[config.mk]
export PLATFORM = sky130hd
export DESIGN_NAME = regfile_mp_scb
export DESIGN_NICKNAME = d
export VERILOG_FILES = /design/src/rtl/regfile_pkg.sv /design/src/rtl/regfile_scoreboard.sv /design/src/rtl/regfile_mp_scb.sv
export SDC_FILE = /design/constraint.sdc
export NUM_CORES = 2
export LEC_CHECK = 0
export CAP_MARGIN = 30
export CORE_MARGIN = 3
export CORE_UTILIZATION = 30
export CTS_BUF_LIST = sky130_fd_sc_hd__clkbuf_2 sky130_fd_sc_hd__clkbuf_4 sky130_fd_sc_hd__clkbuf_8
export CTS_CLUSTER_SIZE = 14
export DETAILED_ROUTE_END_ITERATION = 8
export GPL_ROUTABILITY_DRIVEN = 0
export HOLD_SLACK_MARGIN = 0.02
export PLACE_DENSITY = 0.51
export SLEW_MARGIN = 20
export SYNTH_ARGS = -nofsm -noshare
export SYNTH_HDL_FRONTEND = slang
export SYNTH_SLANG_ARGS = --single-unit
[constraint.sdc]
create_clock -name clk -period 2.75 [get_ports clk]
set_input_delay 0.275 -clock clk [delete_from_list [all_inputs] [get_ports clk]]
set_output_delay 0.275 -clock clk [all_outputs]
set_load 0.01 [all_outputs]
[src/rtl/regfile_pkg.sv]
// Shared definitions for the multi-port register file with busy scoreboard.
// Contents:
//   DEFAULT_DATA_W / DEFAULT_ADDR_W  default register width and address width
//   ZERO_IDX                         index of the hard-wired zero register
//   MAX_WR / WR_IDX_W                upper bound on write ports and width of a port index
//   wr_sel_t                         result of a write-port priority select (hit + port index)
//   wr_port_sel()                    picks the highest-index write port whose match bit is set
package regfile_pkg;

    localparam int DEFAULT_DATA_W = 32;
    localparam int DEFAULT_ADDR_W = 5;
    localparam int ZERO_IDX       = 0;
    localparam int MAX_WR         = 16;
    localparam int WR_IDX_W       = 4;

    typedef struct packed {
        logic                hit;
        logic [WR_IDX_W-1:0] idx;
    } wr_sel_t;

    // Ascending scan so the last (highest-index) matching port is the one reported.
    function automatic wr_sel_t wr_port_sel(input logic [MAX_WR-1:0] match);
        wr_sel_t sel;
        sel.hit = 1'b0;
        sel.idx = '0;
        for (int j = 0; j < MAX_WR; j++) begin
            if (match[j]) begin
                sel.hit = 1'b1;
                sel.idx = WR_IDX_W'(j);
            end else begin
                sel = sel;
            end
        end
        return sel;
    endfunction

endpackage

[src/rtl/regfile_scoreboard.sv]
// Per-register busy tracking for hazard detection.
// Ports:
//   clk, rst_n            clock, asynchronous active-low reset
//   wr_en/wr_addr         writeback ports; a write clears the busy bit of its destination
//   iss_en/iss_addr       issue of an instruction; marks its destination busy
//   flush                 clears every busy bit, and suppresses a same-cycle issue
//   busy_vec              registered busy bit per register
// Next-state priority per bit: flush > issue > write-clear > hold.
module regfile_scoreboard
    import regfile_pkg::*;
#(
    parameter int ADDR_W   = DEFAULT_ADDR_W,
    parameter int NUM_WR   = 2,
    parameter int ZERO_REG = 1
) (
    input  logic                     clk,
    input  logic                     rst_n,
    input  logic [NUM_WR-1:0]        wr_en,
    input  logic [NUM_WR*ADDR_W-1:0] wr_addr,
    input  logic                     iss_en,
    input  logic [ADDR_W-1:0]        iss_addr,
    input  logic                     flush,
    output logic [2**ADDR_W-1:0]     busy_vec
);

    localparam int DEPTH = 2**ADDR_W;

    logic [DEPTH-1:0] busy_r;
    logic [DEPTH-1:0] busy_nxt_s;
    logic [DEPTH-1:0] clr_s;

    // Collect which registers are being written back this cycle.
    always_comb begin
        clr_s = '0;
        for (int k = 0; k < DEPTH; k++) begin
            for (int j = 0; j < NUM_WR; j++) begin
                clr_s[k] = clr_s[k] | (wr_en[j] & (wr_addr[j*ADDR_W +: ADDR_W] == ADDR_W'(k)));
            end
        end
    end

    // Resolve flush/issue/clear priority per register; the zero register never goes busy.
    always_comb begin
        busy_nxt_s = busy_r;
        for (int k = 0; k < DEPTH; k++) begin
            if (flush) begin
                busy_nxt_s[k] = 1'b0;
            end else if (iss_en && (iss_addr == ADDR_W'(k))) begin
                busy_nxt_s[k] = 1'b1;
            end else if (clr_s[k]) begin
                busy_nxt_s[k] = 1'b0;
            end else begin
                busy_nxt_s[k] = busy_r[k];
            end
        end
        busy_nxt_s[ZERO_IDX] = (ZERO_REG != 0) ? 1'b0 : busy_nxt_s[ZERO_IDX];
    end

    // Busy bit register.
    always_ff @(posedge clk or negedge rst_n) begin
        if (!rst_n) begin
            busy_r <= '0;
        end else begin
            busy_r <= busy_nxt_s;
        end
    end

    assign busy_vec = busy_r;

endmodule

[src/rtl/regfile_mp_scb.sv]
// Multi-port register file with integrated busy scoreboard for the pipelined MIPS core.
// Decode reads operands and marks issued destinations busy; writeback writes results
// and clears busy.
// Ports:
//   clk, rst_n          clock, asynchronous active-low reset (clears data and busy)
//   rd_addr/rd_data     NUM_RD packed read ports, combinational data
//   rd_busy             busy flag of each addressed register, combinational
//   wr_en/wr_addr/wr_data  NUM_WR packed write ports, higher index wins on conflict
//   iss_en/iss_addr     mark a destination busy
//   flush               clear all busy bits
//   busy_vec            registered busy bits
module regfile_mp_scb
    import regfile_pkg::*;
#(
    parameter int DATA_W   = DEFAULT_DATA_W,
    parameter int ADDR_W   = DEFAULT_ADDR_W,
    parameter int NUM_RD   = 2,
    parameter int NUM_WR   = 2,
    parameter int ZERO_REG = 1,
    parameter int BYPASS   = 1
) (
    input  logic                     clk,
    input  logic                     rst_n,
    input  logic [NUM_RD*ADDR_W-1:0] rd_addr,
    output logic [NUM_RD*DATA_W-1:0] rd_data,
    output logic [NUM_RD-1:0]        rd_busy,
    input  logic [NUM_WR-1:0]        wr_en,
    input  logic [NUM_WR*ADDR_W-1:0] wr_addr,
    input  logic [NUM_WR*DATA_W-1:0] wr_data,
    input  logic                     iss_en,
    input  logic [ADDR_W-1:0]        iss_addr,
    input  logic                     flush,
    output logic [2**ADDR_W-1:0]     busy_vec
);

    localparam int DEPTH = 2**ADDR_W;

    logic [DATA_W-1:0] rf_r [DEPTH];
    logic [DEPTH-1:0]  busy_s;

    // Storage: ports applied in ascending order so the highest enabled port's value lands last.
    always_ff @(posedge clk or negedge rst_n) begin
        if (!rst_n) begin
            for (int k = 0; k < DEPTH; k++) begin
                rf_r[k] <= '0;
            end
        end else begin
            for (int j = 0; j < NUM_WR; j++) begin
                if (wr_en[j] && !((ZERO_REG != 0) &&
                                  (wr_addr[j*ADDR_W +: ADDR_W] == ADDR_W'(ZERO_IDX)))) begin
                    rf_r[wr_addr[j*ADDR_W +: ADDR_W]] <= wr_data[j*DATA_W +: DATA_W];
                end
            end
        end
    end

    regfile_scoreboard #(
        .ADDR_W   (ADDR_W),
        .NUM_WR   (NUM_WR),
        .ZERO_REG (ZERO_REG)
    ) u_scoreboard (
        .clk      (clk),
        .rst_n    (rst_n),
        .wr_en    (wr_en),
        .wr_addr  (wr_addr),
        .iss_en   (iss_en),
        .iss_addr (iss_addr),
        .flush    (flush),
        .busy_vec (busy_s)
    );

    assign busy_vec = busy_s;

    for (genvar gi = 0; gi < NUM_RD; gi++) begin : g_rd
        logic [ADDR_W-1:0] raddr_s;
        logic [NUM_WR-1:0] match_s;
        wr_sel_t           sel_s;
        logic              is_zero_s;
        logic              iss_hit_s;
        logic [DATA_W-1:0] rdat_s;
        logic              rbusy_s;

        assign raddr_s = rd_addr[gi*ADDR_W +: ADDR_W];

        // Which write ports target this read address in the current cycle.
        always_comb begin
            match_s = '0;
            for (int j = 0; j < NUM_WR; j++) begin
                match_s[j] = wr_en[j] & (wr_addr[j*ADDR_W +: ADDR_W] == raddr_s);
            end
        end

        assign sel_s     = wr_port_sel(MAX_WR'(match_s));
        assign is_zero_s = (ZERO_REG != 0) && (raddr_s == ADDR_W'(ZERO_IDX));
        // An effective same-cycle issue keeps the register busy even though its write is bypassed.
        assign iss_hit_s = iss_en && !flush && (iss_addr == raddr_s);

        // Read mux: zero register, then forwarded write data, then stored value.
        always_comb begin
            if (is_zero_s) begin
                rdat_s  = '0;
                rbusy_s = 1'b0;
            end else if ((BYPASS != 0) && sel_s.hit) begin
                rdat_s  = wr_data[int'(sel_s.idx)*DATA_W +: DATA_W];
                rbusy_s = busy_s[raddr_s] & iss_hit_s;
            end else begin
                rdat_s  = rf_r[raddr_s];
                rbusy_s = busy_s[raddr_s];
            end
        end

        assign rd_data[gi*DATA_W +: DATA_W] = rdat_s;
        assign rd_busy[gi]                  = rbusy_s;
    end

endmodule

==> results.ini <==
[placed_design]
place.detailed.hpwl_mm = 214
port_buffers = 191
post-place-cells = 9935
dpl_cell_area_um2 = 79600

[timing]
fin_setup_tns_ns = -27.94
worstMarginPinSlew_ns = 0.956
grt_setup_unrepaired = yes
slew_headroom_pct = 36.1
report.final.hold_viol_count = 0
fin_worst_skew_ns = 0
timing.final.setup_violations = 66
post-route-period-util_pct = 130
setup_slack_of_the_critical_path_after_layout_ns = -0.833
finalHoldWorstSlack_ns = 0.132
timing_max_transition_violations_final = 0
fmaxAchievable_ghz = 0.279
finalWorstPathRequiredPeriod_ns = 3.58

[final_layout]
final_layout_size_suffix_gt1_share_pct = 30.5
final.fill_count = 21500
layout.nets = 7316
stdcell_area_um2 = 84900
layout-area-overhead-vs-synth_pct = 26.8
finish.cell_count_without_fillers = 10300

[setup_path]
cp_data_arrival_time_ns = 3.31
setup.worst_path.start_class = flip-flop
worst_setup_end_kind = output pin
critical-path-max-stage-delay_ns = 0.58
cpMostUsedCell = sky130_fd_sc_hd__mux4_2
critPathKind = flip-flop to output pin
ordered_cell_list_for_the_critical_path = mux4_2 -> mux4_2 -> nand2_2 -> nand4_1 -> a22o_1 -> buf_6
slowest_stage = sky130_fd_sc_hd__mux4_2
cp.required_ns = 2.48
critical_path_peak_fanout = 3
regToRegSetupSlack_ns = 1.64

[clock_network]
numCtsBuffers = 185
clock_latency_ns = 0.97
clk_path_buf_depth = 3
clock_sink_count = 1055
tritoncts = built
clock_tree.htree_level_count = 4
root_buffer = sky130_fd_sc_hd__clkbuf_8
path_clk_slew_ns = 0.06

[global_route]
global_route.usage.total_pct = 26.8
grt_antenna_before_repair = 11
grt_pass1_vias = 58800
global_route.overflow_total = 0
grt_start_max_net_pins = 102
global_route_wire_length_before_repair_mm = 448

[logic_synthesis]
yosys.area.top_type_share_pct = 39.4
post_synth_num_cell_types = 55
synth_sequential_area_ratio_pct = 39.4
synthFlopType = sky130_fd_sc_hd__dfrtp_1
synthTopCellsByArea = sky130_fd_sc_hd__dfrtp_1 (39%), sky130_fd_sc_hd__mux4_2 (15%), sky130_fd_sc_hd__mux2i_1 (12%)
mean_instance_size_in_the_synthesized_netlist_um2 = 9.96
synthesis.area_um2 = 67000
post_synth_edffs = 0
mappedNetlistNets = 6817
synth_seq_cells = 1055
postSynth.asyncResetShare_pct = 100
number_of_cells_produced_by_synthesis = 6722
cell_type_contributing_the_most_total_cell_area_after_synthesis = sky130_fd_sc_hd__dfrtp_1
ys.warnings.count = 0

[floorplan]
die_width_um = 479
design.die.area_um2 = 229000
die_h_um = 479
design.core.area_um2 = 221000
io_pins = 193
floorplan.initialDensity_pct = 30.3
floorplan.rows = 172

[min_path]
min_path_type = input port to flip-flop

[run]
max_cap_violations = 0

[routing]
drt_wl_total_mm = 316
wl_per_cell_um = 30.6
drt.antenna.violating_nets = 0
dr.pass1.iters = 8
detailroute.via_count = 60600
detail_route.vias_per_cell = 5.87
drc = 0
drt_iter0_drc = 7498

[power]
power.static_leakage_nw = 36.5
vdd.ir_drop.worst_uv = 470
power_density_nw_per_um2 = 660

[outcome]
violations = negative setup slack
outcome = complete, but fails checks

==> cell usage in the layout (no fill, tap or decap), types with 171 or more instances in the layout <==
| cell type | netlist | layout |
|---|---|---|
| sky130_fd_sc_hd__buf_12 | 2 | 248 |
| sky130_fd_sc_hd__nor2_1 | 847 | 831 |
| sky130_fd_sc_hd__nand2_1 | 687 | 646 |
| sky130_fd_sc_hd__mux2i_1 | 834 | 830 |
| sky130_fd_sc_hd__buf_4 | 17 | 748 |
| sky130_fd_sc_hd__clkbuf_8 | 0 | 233 |
| sky130_fd_sc_hd__a21oi_1 | 626 | 625 |
| sky130_fd_sc_hd__dfrtp_1 | 1055 | 1053 |
| sky130_fd_sc_hd__mux4_2 | 441 | 441 |
| sky130_fd_sc_hd__a31oi_1 | 171 | 171 |
| sky130_fd_sc_hd__o21ai_0 | 273 | 270 |
==> timing repair <==
action | 4_1_cts | 5_1_grt
pin swaps | 105 | 49
resized for setup | 466 | 48
endpoints found under the hold margin | 1115 | 0
hold buffers | 5 | 0
endpoints found under the setup margin | 66 | 66
buffers inserted | 31 | 35
==> worst paths after layout <==
path	startpoint	to	depth (start not counted)
max in group asynchronous	rst_n	rf_r[181]$_DFF_PN0_	3
worst min-delay path	wr_data[17]	rf_r[561]$_DFF_PN0_	4
worst min register to register	rf_r[1004]$_DFF_PN0_	rf_r[1004]$_DFF_PN0_	0
min in group asynchronous	rst_n	rf_r[862]$_DFF_PN0_	3
worst max register to register	rf_r[286]$_DFF_PN0_	rf_r[286]$_DFF_PN0_	5
worst max-delay path	rf_r[443]$_DFF_PN0_	rd_data[59]	6
==> registers in the layout, summed over array words and instances, names as in the netlist <==
signal,flops
u_scoreboard.busy_vec,31
rf_r,1024
==> synthesized netlist by cell type (3+ instances only) <==
cell type / n
sky130_fd_sc_hd__dfrtp_1: 1055
sky130_fd_sc_hd__nor2_1: 847
sky130_fd_sc_hd__mux2i_1: 834
sky130_fd_sc_hd__nand2_1: 687
sky130_fd_sc_hd__a21oi_1: 626
sky130_fd_sc_hd__clkbuf_1: 600
sky130_fd_sc_hd__mux4_2: 441
sky130_fd_sc_hd__o21ai_0: 273
sky130_fd_sc_hd__mux2_2: 174
sky130_fd_sc_hd__a31oi_1: 171
sky130_fd_sc_hd__buf_2: 152
sky130_fd_sc_hd__a32oi_1: 146
sky130_fd_sc_hd__buf_1: 114
sky130_fd_sc_hd__o22ai_1: 93
sky130_fd_sc_hd__nor3_1: 55
sky130_fd_sc_hd__a221oi_1: 47
sky130_fd_sc_hd__nor2b_1: 45
sky130_fd_sc_hd__o211ai_1: 39
sky130_fd_sc_hd__a311oi_1: 31
sky130_fd_sc_hd__a22o_1: 27
sky130_fd_sc_hd__nand2b_1: 23
sky130_fd_sc_hd__nand4_1: 23
sky130_fd_sc_hd__a22oi_1: 20
sky130_fd_sc_hd__o21a_1: 19
sky130_fd_sc_hd__xnor2_1: 18
sky130_fd_sc_hd__buf_4: 17
sky130_fd_sc_hd__nand3_1: 17
sky130_fd_sc_hd__nor4_1: 17
sky130_fd_sc_hd__o2111ai_1: 16
sky130_fd_sc_hd__and2_1: 12
sky130_fd_sc_hd__xor2_1: 12
sky130_fd_sc_hd__or2_2: 10
sky130_fd_sc_hd__nand3b_1: 9
sky130_fd_sc_hd__buf_6: 6
sky130_fd_sc_hd__inv_1: 6
sky130_fd_sc_hd__nor3b_1: 5
sky130_fd_sc_hd__or3_1: 5
sky130_fd_sc_hd__nor3_2: 4
sky130_fd_sc_hd__nor2_2: 3
==> area by class of cell <==
class / count / area (um^2) / area share, %
Timing Repair Buffer: 1203 / 12500 / 14.7
Sequential cell: 1055 / 26400 / 31.1
Inverter: 6 / 25.0 / 0.0295
Clock buffer: 290 / 3630 / 4.28
Clock inverter: 36 / 390 / 0.460
Multi-Input combinational cell: 4770 / 38300 / 45.1
Tap cell: 2958 / 3700 / 4.36
Antenna cell: 4 / 10.0 / 0.0118
==> worst max-delay path: cells and delay by family, from the launching register on <==
family                 cells  cell delay [ns]
muxes                      2             1.05
AOI/OAI and AO/OA          1             0.32
and+or+nand+nor            2             0.43
buffers and inverters      1             0.13
DFF                        1             0.41
==> per-layer routing <==
layer | GRT usage [%] | vias to the layer above | part of all wire (%)
li1 | - | 25500 | -
met1 | 33.8 | 30500 | 38
met2 | 41.6 | 3625 | 45
met3 | 6.49 | 965 | 9.6
met4 | 16.4 | 8 | 7.2
met5 | 0 | - | 0.014
==> per-stage QoR <==
stage / utilization (%) / setup WS (ns) / power [mW]
after detailed placement: 36.0 / -1.16 / 38.8
after global routing: 38.5 / -0.889 / 58.5
after CTS: 38.2 / -0.790 / 55.5
after global placement: 36.0 / -1.23 / 38.3
final: 38.5 / -0.833 / 56.1
after floorplan: - / 0.252 / 32.0
==> power breakdown <==
part,switching [mW],internal [mW]
Sequential,3.24,19.5
Clock,7.35,8.94
Combinational,7.84,9.20
Total,18.4,37.7
==> cells by family (layout without fill, tap and decap cells) <==
kind of cell / Yosys count / after routing / synth area share (%)
and+or+nand+nor: 1770 / 1770 / 10.7
AOI/OAI and AO/OA: 1520 / 1520 / 13.7
muxes: 1449 / 1449 / 30.2
DFF: 1055 / 1055 / 39.4
buffers and inverters: 897 / 1535 / 5.52
xor gates and xnor gates: 30 / 30 / 0.392
other: 1 / 5 / 0.00560
(Power assumes the default switching activity.)
